==> config.mk <==
export PLATFORM = sky130hd
export DESIGN_NAME = maxnet_controller
export DESIGN_NICKNAME = d
export VERILOG_FILES = /design/src/rtl/maxnet_controller.sv
export SDC_FILE = /design/constraint.sdc
export NUM_CORES = 1
export LEC_CHECK = 0
export CORE_MARGIN = 2
export CORE_UTILIZATION = 55
export DETAILED_ROUTE_END_ITERATION = 10
export GPL_TIMING_DRIVEN = 0
export PLACE_DENSITY_LB_ADDON = 0.3
export SETUP_SLACK_MARGIN = 0.3
export SLEW_MARGIN = 0
export SYNTH_ARGS = -nofsm -noshare
export SYNTH_HDL_FRONTEND = slang
export SYNTH_SLANG_ARGS = --single-unit
==> constraint.sdc <==
create_clock -name clk -period 11.5 [get_ports clk]
set_input_delay 3.45 -clock clk [delete_from_list [all_inputs] [get_ports clk]]
set_output_delay 3.45 -clock clk [all_outputs]
set_load 0.02 [all_outputs]
==> src/rtl/maxnet_controller.sv <==
// 4-neuron MaxNet winner-take-all sequencer.
// Captures four signed Q16.16 scores, rectifies them, then applies one lateral
// inhibition step per cycle until a single neuron remains positive, all neurons
// are zero, or the iteration limit is reached.
//
// Result handshake: out_valid rises when a result is ready and stays high, with
// winner_idx/winner_val/iter_count/status frozen, until the cycle in which
// out_valid & out_ready are both high; that cycle transfers the result and the
// block returns to IDLE. The result outputs keep their values in IDLE.
module maxnet_controller #(
  parameter int          FRAC     = 16,
  parameter logic [15:0] EPS      = 16'h2000,
  parameter int          MAX_ITER = 64,
  parameter int          ITER_W   = 8
) (
  input  logic                clk,
  input  logic                rst_n,
  input  logic                start,
  input  logic signed [31:0]  x1,
  input  logic signed [31:0]  x2,
  input  logic signed [31:0]  x3,
  input  logic signed [31:0]  x4,
  output logic                busy,
  output logic                out_valid,
  input  logic                out_ready,
  output logic [1:0]          winner_idx,
  output logic [31:0]         winner_val,
  output logic [ITER_W-1:0]   iter_count,
  output logic [1:0]          status
);

  typedef enum logic [1:0] {
    S_IDLE = 2'd0,
    S_RUN  = 2'd1,
    S_DONE = 2'd2
  } state_t;

  localparam logic [1:0] ST_WIN     = 2'b00;
  localparam logic [1:0] ST_NONE    = 2'b01;
  localparam logic [1:0] ST_TIMEOUT = 2'b10;

  state_t            state;
  logic [3:0][31:0]  r;        // rectified neuron values, always >= 0
  logic [3:0][31:0]  r_next;   // values after one inhibition step
  logic [33:0]       sum;
  logic [33:0]       other [4];
  logic [49:0]       prod  [4];
  logic [33:0]       p     [4];
  logic [2:0]        n_pos;
  logic [1:0]        pos_idx;

  // Inhibition step and positive-neuron census on the current registers.
  always_comb begin
    sum     = '0;
    n_pos   = '0;
    pos_idx = '0;
    for (int i = 0; i < 4; i++) begin
      sum = sum + {2'b00, r[i]};
      if (r[i] != '0) begin
        n_pos   = n_pos + 3'd1;
        pos_idx = 2'(i);
      end
    end
    for (int i = 0; i < 4; i++) begin
      other[i]  = sum - {2'b00, r[i]};
      prod[i]   = {16'b0, other[i]} * {34'b0, EPS};
      p[i]      = prod[i][FRAC +: 34];
      r_next[i] = (p[i] >= {2'b00, r[i]}) ? 32'd0 : (r[i] - p[i][31:0]);
    end
  end

  // Control FSM with registered result outputs.
  always_ff @(posedge clk) begin
    if (!rst_n) begin
      state      <= S_IDLE;
      r          <= '0;
      busy       <= 1'b0;
      out_valid  <= 1'b0;
      winner_idx <= '0;
      winner_val <= '0;
      iter_count <= '0;
      status     <= '0;
    end else begin
      case (state)
        S_IDLE: begin
          if (start) begin
            r[0]       <= x1[31] ? 32'd0 : x1;
            r[1]       <= x2[31] ? 32'd0 : x2;
            r[2]       <= x3[31] ? 32'd0 : x3;
            r[3]       <= x4[31] ? 32'd0 : x4;
            iter_count <= '0;
            busy       <= 1'b1;
            state      <= S_RUN;
          end
        end
        S_RUN: begin
          if (n_pos == 3'd1) begin
            status     <= ST_WIN;
            winner_idx <= pos_idx;
            winner_val <= r[pos_idx];
            out_valid  <= 1'b1;
            state      <= S_DONE;
          end else if (n_pos == 3'd0) begin
            status     <= ST_NONE;
            winner_idx <= '0;
            winner_val <= '0;
            out_valid  <= 1'b1;
            state      <= S_DONE;
          end else if (iter_count == ITER_W'(MAX_ITER)) begin
            status     <= ST_TIMEOUT;
            winner_idx <= '0;
            winner_val <= '0;
            out_valid  <= 1'b1;
            state      <= S_DONE;
          end else begin
            r          <= r_next;
            iter_count <= iter_count + 1'b1;
          end
        end
        S_DONE: begin
          if (out_ready) begin
            out_valid <= 1'b0;
            busy      <= 1'b0;
            state     <= S_IDLE;
          end
        end
        default: state <= S_IDLE;
      endcase
    end
  end

endmodule

==> results.yml, run 1 <==
sta:
  setup_viol: 0
  period_share_pct: 92.7
  final_period_demand_of_the_worst_path_ps: 10660
  fin_tns_setup_ps: 0
  top_achievable_clock_speed_mhz: 93.8
  timing_hold_violations_final: 0
  relSlewSlack_pct: 20.6
  rsz0062_at_grt: "no"
  final.setup_skew_ps: 19.6
  maxSlewViolCount: 0
  worst-slew-pin-transition_ps: 1190
setup_path:
  critPathMaxStageDelay_ps: 710
  critPathSlowestCell: "nor4_1"
  crit_buf_inv: 5
  criticalPathCategory: "reg -> reg"
  crit_family: "compound AO/OA/AOI/OAI gates"
  timing.critical_path.mode_cell: "a21oi_1"
  required_ps: 11920
  critical_path_peak_fanout: 10
  timing.critical_path.from_type: "flop"
  worstPathArrival_ps: 11090
  cp-end-kind: "flop"
clock_tree:
  postcts_resize_cnt: 0
  cts_htree_levels: 4
  clockBufferDepth: 2
  cts_tree: "done"
  post_cts_hold_buffer_count: 0
  setup_fix_buffers_added_after_clock_tree_synthesis: 0
  clk_root_buffer_cell: "clkbuf_16"
  numCtsBuffers: 17
  clk_pin_slew_ps: 70
  clk-insertion-delay-late_ps: 530
  cts_sinks: 176
die:
  dieWidth_microns: 207
  initial_utilization_pct: 55.7
  std_cell_rows: 74
  count_of_boundary_i_o_pins: 178
  floorplan.die.height_microns: 207
  fp.coreArea_sq_um: 40800
  die_area_sq_um: 43000
hold_path:
  hold_path_class: "reg -> reg"
yosys:
  yosysWarnings: 0
  synth.avg_cell_area_sq_um: 7.81
  number_of_enable_flip_flop_cells_after_synthesis: 0
  post_synth_fa_ha_maj_area_fraction_pct: 22.0
  post_synthesis_simple_gate_area_fraction_pct: 15.6
  asyncSetResetFlopFracSynth_pct: 0
  synth_top_family_by_area: "compound AO/OA/AOI/OAI gates"
  muxShareOfSynthArea_pct: 0.132
  mappedNetlistArea_sq_um: 22700
  synth.largest_area_cell: "ha_1"
  netlist-cell-type-count: 99
  synth_sequential_area_ratio_pct: 15.5
  top_count_cell_post_synth: "ha_1"
  synth-main-ff-cell: "dfxtp_1"
  postSynthNetCount: 3402
  synth_compound_gate_area_share_pct: 31.9
  ys_top_cells_by_area: "ha_1 16%, dfxtp_1 16%, a21oi_1 6.2%"
  synth_cells: 2912
  synth_top_area_share_pct: 16.0
  number_of_flip_flops_and_latches_in_the_synthesized_netlist: 176
  synthXorXnorAreaFrac_pct: 8.97
  yosys-top-cells-count: "290 x ha_1, 282 x a21oi_1, 242 x inv_1, 242 x nor2_1, 184 x o21ai_0"
routing:
  routed_via_density: 6.74
  postRouteAntennaNets: 0
  drt-total-wl_microns: 92800
  wl_per_cell_microns: 25.4
  drtIter0Drc: 2948
  remaining_drc_errors: 0
  via_count: 24600
  drt-pass1-iter-count: 8
finish:
  antenna_cells_inserted: 0
  layout.area.seq_sq_um: 3520
  fillCellCount: 3765
  flow.area_growth_from_synthesis_pct: 13.1
  final_nets: 3597
  drive_above_1_share_pct: 4.33
  design_area_sq_um: 25700
  final_core_utilization_pct: 63.0
  multi_input_comb_area_sq_um: 17900
global_route:
  global_route_wire_length_before_repair_microns: 137000
  initial_antenna_violation_count: 2
  globalRoute.totalOverflow: 0
  grt_max_degree: 17
  grt_util_all_layers_pct: 41.9
  number_of_global_route_vias_before_repair: 23800
place:
  post-dp-hpwl_microns: 77000
  postPlaceCellArea_sq_um: 25200
  placement.io_buffers: 176
  gpl.final_weighted_congestion: 1.03
run:
  drv_cap: 0
outcome:
  status: "complete, no violations"
## kinds of logic (layout without fill, tap and decap cells)
family / count (synthesis) / after routing
and+or+nand+nor: 730 / 730
AOI/OAI and AO/OA: 1071 / 1071
muxes: 3 / 3
DFF: 176 / 176
buffers and inverters: 342 / 549
adders and majority gates: 358 / 358
xor gates and xnor gates: 232 / 232
## registers in the layout, summed over array words and instances (netlist names)
signal	cells
state	2
r	128
status	2
out_valid	1
winner_val	32
busy	1
iter_count	8
winner_idx	2
## layout make-up
cell class | count | area share, %
tap | 532 | 2.59
clock buffer | 18 | 1.67
clock inverter | 13 | 0.491
timing repair buffer | 176 | 6.85
multi-input combinational | 2394 | 69.5
sequential | 176 | 13.7
buffer | 99 | 1.69
inverter | 243 | 3.55
## through the flow
stage	cells	hold WS [ps]	worst slack, ps
detailed placement	3620	467	1280
finish	3651	484	837
global route	3651	501	456
floorplan	2912	495	3640
global placement	3620	460	1550
CTS	3651	479	1210
## cells in the final DEF, fill, tap and decap left out, drive strengths merged, types with 7 or more instances in the layout
| cell type | count |
|---|---|
| a2111oi | 19 |
| a211oi | 127 |
| a21boi | 14 |
| a21o | 113 |
| a21oi | 284 |
| a221oi | 86 |
| a22oi | 11 |
| a31o | 8 |
| a31oi | 28 |
| and2 | 21 |
| and3 | 19 |
| and4 | 10 |
| buf | 32 |
| clkbuf | 85 |
| clkdlybuf4s50 | 176 |
| dfxtp | 176 |
| fa | 68 |
| ha | 290 |
| inv | 250 |
| nand2 | 144 |
| nand2b | 34 |
| nand3 | 46 |
| nand4 | 44 |
| nor2 | 243 |
| nor2b | 32 |
| nor3 | 48 |
| nor4 | 39 |
| o211ai | 16 |
| o21a | 42 |
| o21ai | 198 |
| o21bai | 17 |
| o221a | 9 |
| o22ai | 7 |
| o31ai | 16 |
| or2 | 23 |
| or3 | 14 |
| xnor2 | 125 |
| xor2 | 107 |
## worst reg2reg max path: cells and delay by family, from the launching register on
kind | cells | cell delay, ps
AO/OA/AOI/OAI | 16 | 4040
adder cells (fa/ha/maj) | 6 | 2460
AND/OR/NAND/NOR | 8 | 1620
buffers and inverters | 5 | 1100
XOR/XNOR | 2 | 770
flip-flops | 1 | 560
## worst paths after layout
| kind | cells after the start | to | start | slack (ps) |
|---|---|---|---|---|
| worst min-delay path | 2 | out_valid$_SDFFE_PN0P_ | out_valid$_SDFFE_PN0P_ | 480 |
| worst max-delay path | 37 | r[56]$_SDFFE_PN0P_ | r[1]$_SDFFE_PN0P_ | 840 |
| worst max register to register | 37 | r[56]$_SDFFE_PN0P_ | r[1]$_SDFFE_PN0P_ | 840 |
| worst min register to register | 2 | out_valid$_SDFFE_PN0P_ | out_valid$_SDFFE_PN0P_ | 480 |
## per-layer routing
layer | track usage, % | vias up | part of all wire [%]
met5 | 0 | - | 0.034
met1 | 54.3 | 11700 | 41
met3 | 9.33 | 253 | 10
met2 | 64.3 | 1441 | 43
met4 | 23.9 | 4 | 5.9
li1 | - | 11200 | -
Power of run 1 is left out: the tool's default activity adds up to more than one toggle a clock period on the data nets, which glitch-free logic cannot reach.
==> run 2: changes to the inputs <==
- clock period: 11.5 -> 10 ns (I/O delays scaled with it)
==> run 2 against run 1 <==
Compared with the run above: die area stayed put; critical path depth did not move; setup slack lost 220 ps; non-clock buffer count up 2; maximum frequency grew 14%; sequential share of layout area is 0.10 points lower; count of clock-buffer cells in the layout did not move; global-route usage barely moved; first-iteration DRC count rose by 7.8%; final area grew 0.92%; via count about the same; clock skew fell by 3.8 ps.
==> results.yml, run 2 (synthesis results as in run 1) <==
clock_tree:
  clk-insertion-delay-late_ps: 530
  numCtsBuffers: 17
  post_cts_hold_buffer_count: 0
  clockBufferDepth: 2
  clk_root_buffer_cell: "clkbuf_16"
  cts_htree_levels: 4
  cts_tree: "done"
  cts_sinks: 176
  clk_pin_slew_ps: 70
setup_path:
  critPathMaxStageDelay_ps: 680
  cp-end-kind: "flop"
  crit_buf_inv: 6
  crit_family: "compound AO/OA/AOI/OAI gates"
  critPathSlowestCell: "or4_4"
  timing.critical_path.from_type: "flop"
  critical_path_peak_fanout: 10
  required_ps: 10390
  worstPathArrival_ps: 9770
  criticalPathCategory: "reg -> reg"
routing:
  postRouteAntennaNets: 0
  routed_via_density: 6.73
  drt-total-wl_microns: 93000
  drtIter0Drc: 3177
  via_count: 24600
  drt-pass1-iter-count: 6
  remaining_drc_errors: 0
  wl_per_cell_microns: 25.4
outcome:
  status: "complete, no violations"
finish:
  multi_input_comb_area_sq_um: 18100
  registers.top_by_ff_count: "r"
  layout.area.seq_sq_um: 3530
  drive_above_1_share_pct: 5.38
  layout_commonest_cell: "ha_1"
  largest_register_ffs: 128
  reg.largest.list: "r: 128 flops, winner_val: 32 flops, iter_count: 8 flops"
  final_nets: 3599
  fillCellCount: 3736
  flow.area_growth_from_synthesis_pct: 14.2
  layout.cells.most_common_list: "289 x ha_1, 279 x a21oi_1, 242 x inv_1, 241 x nor2_1, 180 x o21ai_0"
  finish.cell_count_without_fillers: 3654
place:
  dp_worst_setup_slack_ps: -221
  gpl.final_weighted_congestion: 1.03
  post-dp-hpwl_microns: 77000
  numPlacedInstances: 3620
  placement.io_buffers: 176
sta:
  period_share_pct: 93.8
  setup_ws_ps: 620
  worst-slew-pin-transition_ps: 1220
  final.setup_skew_ps: 15.8
  final_period_demand_of_the_worst_path_ps: 9380
  fin_tns_setup_ps: 0
  setup_viol: 0
  timing_hold_violations_final: 0
  top_achievable_clock_speed_mhz: 107
  maxSlewViolCount: 0
  whs_ps: 484
  rsz0062_at_grt: "no"
  relSlewSlack_pct: 18.5
die:
  initial_utilization_pct: 55.7
  floorplan.die.height_microns: 207
  dieWidth_microns: 207
  die_area_sq_um: 43000
  std_cell_rows: 74
  fp.coreArea_sq_um: 40800
  count_of_boundary_i_o_pins: 178
run:
  drv_cap: 0
hold_path:
  hold_path_class: "reg -> reg"
global_route:
  initial_antenna_violation_count: 2
  grt_util_all_layers_pct: 41.9
  number_of_global_route_vias_before_repair: 23800
  grt_max_degree: 17
  globalRoute.totalOverflow: 0
  global_route_wire_length_before_repair_microns: 137000
-- run 2: final cells by class --
cell class / instances / share of cell area [%]
timing repair buffer: 178 / 6.85
sequential: 176 / 13.6
multi-input combinational: 2394 / 69.6
tap: 532 / 2.57
clock buffer: 18 / 1.65
inverter: 243 / 3.52
clock inverter: 13 / 0.487
antenna: 1 / 0.00964
buffer: 99 / 1.71
-- run 2: path summary, 6_finish.rpt --
path | slack [ps] | start | cells after the start | to
worst max-delay path | 620 | r[1]$_SDFFE_PN0P_ | 37 | r[72]$_SDFFE_PN0P_
worst max register to register | 620 | r[1]$_SDFFE_PN0P_ | 37 | r[72]$_SDFFE_PN0P_
worst min register to register | 480 | out_valid$_SDFFE_PN0P_ | 2 | out_valid$_SDFFE_PN0P_
worst min-delay path | 480 | out_valid$_SDFFE_PN0P_ | 2 | out_valid$_SDFFE_PN0P_
-- run 2: repair_timing --
item | CTS | global route
endpoints found under the setup margin | 87 | 125
gates resized for setup | 10 | 38
pin swaps | 0 | 3
setup buffers | 0 | 2
-- run 2: worst register-to-register path: cells and delay by family, from the launching register on --
kind | cells | cell delay, ps
and+or+nand+nor | 5 | 1480
AOI/OAI and AO/OA | 18 | 3820
xor gates and xnor gates | 2 | 360
DFF | 1 | 450
adders and majority gates | 6 | 2370
buffers and inverters | 6 | 750
-- run 2: per-layer routing --
| metal | track usage [%] | vias to the layer above | wire, microns |
|---|---|---|---|
| met5 | 0 | - | 32 |
| met4 | 25.0 | 4 | 5710 |
| met3 | 9.26 | 254 | 9570 |
| met2 | 64.1 | 1439 | 39900 |
| met1 | 54.2 | 11700 | 37800 |
| li1 | - | 11200 | - |
-- run 2: stage by stage --
step           cell area (sq um)  util, %
6_report                   25900     63.6
5_1_grt                    25900     63.5
4_1_cts                    25800     63.1
3_5_place_dp               25200     61.6
3_3_place_gp               25200     61.6
2_1_floorplan              22700        -
Power of run 2 is left out for the same reason.
==> run 3: changes to the inputs <==
- SKIP_LAST_GASP: unset -> 1
==> results of run 3 <==
No change in the layout: final DEF, timing and power equal those of run 2.
Power of run 3 is left out for the same reason.
